--- config.mk ---
export PLATFORM = sky130hd
export DESIGN_NAME = score_display
export DESIGN_NICKNAME = d
export VERILOG_FILES = /design/src/rtl/score_display_pkg.sv /design/src/rtl/bin2bcd_seq.sv /design/src/rtl/score_display_seg.sv /design/src/rtl/score_display.sv
export SDC_FILE = /design/constraint.sdc
export NUM_CORES = 1
export LEC_CHECK = 0
export ABC_AREA = 1
export CORE_AREA = 2 2 122 124
export CTS_BUF_LIST = sky130_fd_sc_hd__clkbuf_16
export CTS_CLUSTER_SIZE = 12
export DETAILED_ROUTE_END_ITERATION = 8
export DIE_AREA = 0 0 124 126
export PLACE_DENSITY = 0.76
export SLEW_MARGIN = 40
export SYNTH_ARGS = -nofsm -noshare
export SYNTH_HDL_FRONTEND = slang
export SYNTH_SLANG_ARGS = --single-unit
--- constraint.sdc ---
create_clock -name clk -period 3 [get_ports clk]
set_clock_uncertainty 0.05 [all_clocks]
set_input_delay 0.6 -clock clk [delete_from_list [all_inputs] [get_ports clk]]
set_output_delay 0.6 -clock clk [all_outputs]
set_load 0.03 [all_outputs]
--- src/rtl/score_display_pkg.sv ---
// Shared constants, types and helpers for the score overlay.
package score_display_pkg;

    // Digit cell geometry in pixels: SEG_W x SEG_H cell, SEG_T thick strokes,
    // middle bar occupying rows SEG_MID .. SEG_MID+SEG_T-1.
    localparam int SEG_W   = 10;
    localparam int SEG_H   = 20;
    localparam int SEG_T   = 2;
    localparam int SEG_MID = 9;

    // Default colours (12-bit RGB 4:4:4).
    localparam logic [11:0] RGB_WHITE  = 12'hfff;
    localparam logic [11:0] RGB_YELLOW = 12'hff0;

    // Conversion engine states.
    typedef enum logic [1:0] {
        IDLE   = 2'd0,
        LOAD   = 2'd1,
        SHIFT  = 2'd2,
        COMMIT = 2'd3
    } state_t;

    // 10^n, used as the saturation threshold for an n-digit display.
    function automatic logic [63:0] pow10(input int n);
        logic [63:0] p;
        p = 64'd1;
        for (int i = 0; i < n; i++) begin
            p = p * 64'd10;
        end
        return p;
    endfunction

    // Segment pattern {a,b,c,d,e,f,g} for a BCD digit; non-decimal codes are dark.
    function automatic logic [6:0] seg_pattern(input logic [3:0] d);
        case (d)
            4'd0:    return 7'b1111110;
            4'd1:    return 7'b0110000;
            4'd2:    return 7'b1101101;
            4'd3:    return 7'b1111001;
            4'd4:    return 7'b0110011;
            4'd5:    return 7'b1011011;
            4'd6:    return 7'b1011111;
            4'd7:    return 7'b1110000;
            4'd8:    return 7'b1111111;
            4'd9:    return 7'b1111011;
            default: return 7'b0000000;
        endcase
    endfunction

endpackage

--- src/rtl/bin2bcd_seq.sv ---
// Sequential binary-to-BCD converter (shift-add-3), one bit per cycle.
// Handshake: start is a level request sampled only in IDLE; busy is high from
// LOAD through COMMIT; done is high for exactly the COMMIT cycle, during which
// bcd/sat carry the final result (bcd forced to all 9s when sat is set).
module bin2bcd_seq
    import score_display_pkg::*;
#(
    parameter int W  = 16,
    parameter int ND = 4
) (
    input  logic            clk,
    input  logic            reset,
    input  logic            start,
    input  logic [W-1:0]    bin,
    output logic [4*ND-1:0] bcd,
    output logic            sat,
    output logic            busy,
    output logic            done,
    output state_t          state
);

    // Accumulator carries one guard nibble above the displayed digits.
    localparam int AW = 4 * ND + 4;
    localparam int CW = (W > 1) ? $clog2(W) : 1;
    localparam logic [63:0]     SAT_LIM = pow10(ND);
    localparam logic [4*ND-1:0] NINES   = {ND{4'h9}};

    state_t        next_state;
    logic [W-1:0]  sreg;
    logic [AW-1:0] acc;
    logic [AW-1:0] acc_adj;
    logic [CW-1:0] cnt;

    // State register; reset aborts any conversion in flight.
    always_ff @(posedge clk) begin
        if (reset) begin
            state <= IDLE;
        end else begin
            state <= next_state;
        end
    end

    // Next-state logic.
    always_comb begin
        next_state = state;
        case (state)
            IDLE:    if (start) next_state = LOAD;
            LOAD:    next_state = SHIFT;
            SHIFT:   if (cnt == '0) next_state = COMMIT;
            COMMIT:  next_state = IDLE;
            default: next_state = IDLE;
        endcase
    end

    // Add-3 correction on every nibble that would overflow past 9 when doubled.
    always_comb begin
        acc_adj = acc;
        for (int n = 0; n <= ND; n++) begin
            if (acc[4*n +: 4] >= 4'd5) begin
                acc_adj[4*n +: 4] = acc[4*n +: 4] + 4'd3;
            end
        end
    end

    // Datapath: latch operand in LOAD, shift one bit per SHIFT cycle.
    always_ff @(posedge clk) begin
        if (reset) begin
            sreg <= '0;
            acc  <= '0;
            cnt  <= '0;
            sat  <= 1'b0;
        end else begin
            case (state)
                LOAD: begin
                    sreg <= bin;
                    acc  <= '0;
                    cnt  <= CW'(W - 1);
                    // Overflow comes from the binary value, not the guard nibble.
                    sat  <= (64'(bin) >= SAT_LIM);
                end
                SHIFT: begin
                    acc  <= AW'({acc_adj, sreg[W-1]});
                    sreg <= sreg << 1;
                    if (cnt != '0) begin
                        cnt <= cnt - CW'(1);
                    end
                end
                default: ;
            endcase
        end
    end

    assign bcd  = sat ? NINES : acc[4*ND-1:0];
    assign busy = (state != IDLE);
    assign done = (state == COMMIT);

endmodule

--- src/rtl/score_display_seg.sv ---
// One seven-segment digit cell: reports whether pixel (x, y) is on a lit stroke.
module score_display_seg
    import score_display_pkg::*;
#(
    parameter int X_ORG = 0,
    parameter int Y_ORG = 0
) (
    input  logic [9:0] x,
    input  logic [9:0] y,
    input  logic [3:0] digit,
    input  logic       blank,
    output logic       hit
);

    localparam logic [10:0] XO = 11'(X_ORG);
    localparam logic [10:0] YO = 11'(Y_ORG);

    logic [10:0] dx;
    logic [10:0] dy;
    logic [6:0]  seg;
    logic        in_cell;
    logic        on_a, on_d, on_g, left, right, upper;

    // Cell-relative coordinates and stroke membership for the current pixel.
    always_comb begin
        dx      = {1'b0, x} - XO;
        dy      = {1'b0, y} - YO;
        in_cell = ({1'b0, x} >= XO) && ({1'b0, y} >= YO)
                  && (dx < 11'(SEG_W)) && (dy < 11'(SEG_H));
        seg     = seg_pattern(digit);
        on_a    = (dy < 11'(SEG_T));
        on_d    = (dy >= 11'(SEG_H - SEG_T));
        on_g    = (dy >= 11'(SEG_MID)) && (dy < 11'(SEG_MID + SEG_T));
        left    = (dx < 11'(SEG_T));
        right   = (dx >= 11'(SEG_W - SEG_T));
        upper   = (dy < 11'(SEG_H / 2));
        hit     = !blank && in_cell &&
                  ((seg[6] && on_a) ||
                   (seg[5] && right && upper) ||
                   (seg[4] && right && !upper) ||
                   (seg[3] && on_d) ||
                   (seg[2] && left && !upper) ||
                   (seg[1] && left && upper) ||
                   (seg[0] && on_g));
    end

endmodule

--- src/rtl/score_display.sv ---
// Score overlay: converts the game score to BCD, tracks the high score and
// draws either value as a row of seven-segment digits.
module score_display
    import score_display_pkg::*;
#(
    parameter int          SCORE_W  = 16,
    parameter int          NDIGITS  = 4,
    parameter int          X0       = 565,
    parameter int          Y0       = 20,
    parameter int          PITCH    = 15,
    parameter int          BLANK_LZ = 1,
    parameter logic [11:0] RGB_CUR  = RGB_WHITE,
    parameter logic [11:0] RGB_HI   = RGB_YELLOW
) (
    input  logic               clk,
    input  logic               reset,
    input  logic [9:0]         x,
    input  logic [9:0]         y,
    input  logic [SCORE_W-1:0] score,
    input  logic               show_hi,
    input  logic               clr_hi,
    output logic               busy,
    output logic               done,
    output logic               overflow,
    output logic               isScore,
    output logic [11:0]        score_rgb
);

    localparam int DW = 4 * NDIGITS;

    logic [SCORE_W-1:0] last_conv;
    logic [SCORE_W-1:0] hi_bin;
    logic [DW-1:0]      cur_digits;
    logic [DW-1:0]      hi_digits;
    logic [DW-1:0]      shown;
    logic [DW-1:0]      eng_bcd;
    logic               eng_sat;
    logic               eng_done;
    state_t             eng_state;
    logic [NDIGITS-1:0] blank;
    logic [NDIGITS-1:0] hits;
    logic               lead_zero;

    // A new conversion is requested whenever the score differs from the last
    // value loaded; changes during a conversion are picked up on return to IDLE.
    bin2bcd_seq #(
        .W  (SCORE_W),
        .ND (NDIGITS)
    ) u_conv (
        .clk   (clk),
        .reset (reset),
        .start (score != last_conv),
        .bin   (score),
        .bcd   (eng_bcd),
        .sat   (eng_sat),
        .busy  (busy),
        .done  (eng_done),
        .state (eng_state)
    );

    // Commit digits, overflow and high score; clr_hi clears first, and a
    // simultaneous commit is then compared against the cleared value.
    always_ff @(posedge clk) begin
        if (reset) begin
            last_conv  <= '0;
            hi_bin     <= '0;
            cur_digits <= '0;
            hi_digits  <= '0;
            overflow   <= 1'b0;
            done       <= 1'b0;
        end else begin
            done <= eng_done;
            if (eng_state == LOAD) begin
                last_conv <= score;
            end
            if (eng_done) begin
                cur_digits <= eng_bcd;
                overflow   <= eng_sat;
            end
            if (clr_hi) begin
                hi_bin    <= '0;
                hi_digits <= '0;
            end
            if (eng_done && (last_conv > (clr_hi ? {SCORE_W{1'b0}} : hi_bin))) begin
                hi_bin    <= last_conv;
                hi_digits <= eng_bcd;
            end
        end
    end

    // Pick the displayed value and blank leading zeros (the last digit always shows).
    always_comb begin
        shown     = show_hi ? hi_digits : cur_digits;
        lead_zero = 1'b1;
        blank     = '0;
        for (int i = 0; i < NDIGITS; i++) begin
            lead_zero = lead_zero && (shown[4*(NDIGITS-1-i) +: 4] == 4'd0);
            blank[i]  = (BLANK_LZ != 0) && lead_zero && (i != NDIGITS - 1);
        end
    end

    // Digit i = 0 is the most significant and sits leftmost.
    for (genvar g = 0; g < NDIGITS; g++) begin : g_digit
        score_display_seg #(
            .X_ORG (X0 + g * PITCH),
            .Y_ORG (Y0)
        ) u_seg (
            .x     (x),
            .y     (y),
            .digit (shown[4*(NDIGITS-1-g) +: 4]),
            .blank (blank[g]),
            .hit   (hits[g])
        );
    end

    assign isScore   = |hits;
    assign score_rgb = show_hi ? RGB_HI : RGB_CUR;

endmodule

==> impl_metrics.tcl <==
set metrics [dict create \
    track_usage_pct 26.6 \
    hold_buffers 0 \
    violations "negative setup slack" \
    cp_slowest_cell "nor3_2" \
    synth_ff_type "dfxtp_1" \
    yosys.area.top_type_share_pct 27.9 \
    cp_max_fo 5 \
    diodes 0 \
    hold_viol 0 \
    drt.antenna.violating_nets 0 \
    grt_max_degree 61 \
    post-synth-top-count-cell "nand2_1" \
    vias 8207 \
    crit_required_ps 2350 \
    async_reset_ff_share_pct 0 \
    start_util_pct 52.7 \
    coreArea_sq_um 14300 \
    ir_drop_uv 872 \
    finish.utilization_pct 69.5 \
    die-height_um 126 \
    netlist_instances 1168 \
    drc 0 \
    portBuffers 47 \
    syn2layout_area_growth_pct 32.0 \
    hp-class "flip-flop to flip-flop" \
    routed_via_density 5.38 \
    netlist_area_sq_um 7540 \
    path_class "input port to primary output" \
    worst_pin_slew_ps 700 \
    pin_count 56 \
    grt_antenna_before_repair 0 \
    yosys_warnings 0 \
    min_period_over_period_pct 103 \
    dp_hpwl_um 14200 \
    rsz0062_at_grt "yes" \
    drt_iter0_drc 614 \
    crit_chain "clkdlybuf4s15_2 > buf_6 > buf_4 > nand2_1 > inv_1 > o21ai_2 > o21ai_2 > inv_1 > nand2_1 > nand2_1 > nand3_2 > nor3_2 > nand2_1 > nand3_1 > nand2_1 > nand2_1 > inv_1 > nand2_2 > buf_6" \
    synth_compound_area_share_pct 19.1 \
    ctsRootBufferMaster "clkbuf_16" \
    first_pass_iters 5 \
    place_congestion 0.949 \
    drive_gt1_share_pct 23.7 \
    synth_commonest_cells "nand2_1 (295), inv_1 (143), dfxtp_1 (105)" \
    finalSetupViolations 1 \
    worst_slack_ps -91.6 \
    drv_cap 0 \
    critPathArrivalTime_ps 2440 \
    maxSlewHeadroom_pct 53.1 \
    synthMuxAreaShare_pct 0 \
    grt_pass1_vias 7869 \
    cts_buffers 9 \
    rows 44 \
    regArea_sq_um 2100 \
    power_density_nw_per_um2 529 \
    clk_latency_ps 350 \
    wl_per_cell_um 13.4 \
    fmax_mhz 323 \
    synth_simple_gate_area_share_pct 29.6 \
    die-area_sq_um 15600 \
    synth.area.top_cells "dfxtp_1 (28%), nand2_1 (15%), ha_1 (9.8%)" \
    cts_buffer_depth 2 \
    wl_um 20500 \
    path_buf_inv 7 \
    grt_pass1_wl_um 34800 \
    fillers 1189 \
    cp_common_cell "nand2_1" \
    cts_tree "yes" \
    status "finished with violations" \
    syn_avg_cell_area_sq_um 6.46 \
    synth_top_family_by_area "simple AND/OR/NAND/NOR gates" \
    synth.distinct_cells 46 \
    synth_xor_area_share_pct 1.97 \
    end_kind "primary output" \
    drv_slew 0 \
    synth_seq_area_share_pct 27.9 \
    cp-start-kind "input port" \
    die_x_um 124 \
    slowest_delay_ps 210 \
    ys_ff_latch 105 \
    htree_levels 3 \
    crit_family "simple AND/OR/NAND/NOR gates" \
    clk_pin_slew_ps 70 \
    min_period_ps 3090 \
    overflow 0 \
    synth_edf_count 0 \
    multiInputGateArea_sq_um 4990 \
    dp_slack_ps -580 \
    yosys.area_share.adder_pct 9.79 \
    cts.sinks 105 \
    nets 1436 \
    synth_area_leader_cell "dfxtp_1" \
    p_leak_nw 4.54 \
]
[power breakdown]
group	total, mW	switching (mW)	internal [mW]
logic	2.18	1.29	0.884
clock network	1.19	0.534	0.656
registers	1.90	0.229	1.67
total	5.27	2.06	3.21
[worst reg2reg max path: cells and delay by family, from the launching register on]
kind | cells | cell delay (ps)
fa+ha+maj | 1 | 280
compound gates | 6 | 780
flops | 1 | 330
buf+inv | 3 | 330
simple gates | 3 | 320
[final cells by class]
class / count / area share (%)
Sequential cell: 105 / 21.1
Timing Repair Buffer: 204 / 17.4
Multi-Input combinational cell: 863 / 50.2
Clock inverter: 7 / 0.779
Clock buffer: 9 / 2.26
Inverter: 154 / 5.98
Tap cell: 184 / 2.31
[per-stage QoR]
| step | total power [mW] | hold WS, ps | setup TNS [ps] | instances | instance area (sq um) |
|---|---|---|---|---|---|
| floorplan | 3.29 | 385 | 0 | 1175 | 7590 |
| global placement | 3.90 | 394 | -2430 | 1481 | 9010 |
| detailed placement | 3.95 | 401 | -3000 | 1481 | 9010 |
| finish | 5.27 | 412 | -91.6 | 1526 | 9950 |
| CTS | 5.23 | 413 | -26.1 | 1522 | 9840 |
| global route | 5.65 | 419 | -253 | 1526 | 9950 |
[cells in the final DEF (no fill, tap or decap), types with 20 or more instances in the layout]
| cell | synthesis | routed |
|---|---|---|
| a21oi_1 | 101 | 98 |
| buf_4 | 13 | 141 |
| clkdlybuf4s50_1 | 0 | 21 |
| dfxtp_1 | 105 | 105 |
| ha_1 | 59 | 53 |
| inv_1 | 143 | 124 |
| inv_2 | 5 | 22 |
| nand2_1 | 295 | 273 |
| nand2_2 | 6 | 25 |
| nand3_1 | 79 | 69 |
| nand4_1 | 20 | 20 |
| nor2_1 | 79 | 65 |
| o211ai_1 | 30 | 30 |
| o21ai_0 | 98 | 77 |
[state kept, by name, summed over array words and instances (netlist names)]
register	cells
last_conv	16
overflow	1
u_conv.state	2
u_conv.sat	1
hi_bin	16
hi_digits	16
u_conv.cnt	4
cur_digits	16
u_conv.acc	16
done	1
u_conv.sreg	16
[cell families (layout without fill, tap and decap cells)]
kind of cell | Yosys count | count (layout)
AO/OA/AOI/OAI | 256 | 256
adder cells (fa/ha/maj) | 59 | 59
AND/OR/NAND/NOR | 521 | 523
buffers and inverters | 209 | 374
XOR/XNOR | 17 | 17
other | 1 | 8
flip-flops | 105 | 105
[path summary, 6_finish.rpt]
path | slack [ps] | from | cells after the start | end
worst max-delay path | -90 | x[4] | 19 | isScore
worst min-delay path | 410 | hi_digits[6] | 2 | hi_digits[6]
worst max register to register | 830 | hi_bin[1] | 13 | hi_digits[12]
worst min register to register | 410 | hi_digits[6] | 2 | hi_digits[6]
[what timing repair did]
item | CTS | global route
setup buffers | 22 | 4
cloned | 4 | 0
pin swaps | 58 | 25
endpoints found under the setup margin | 1 | 6
resized for setup | 172 | 38
[metal layers]
layer  global-route usage (%)  routed length, um  vias up
met5                        0                  0        -
met4                     9.78                556        0
met3                     3.44                747       55
met2                     46.1              10200      199
met1                     33.5               9030     3788
li1                         -                  -     4165
(Power assumes the default switching activity.)
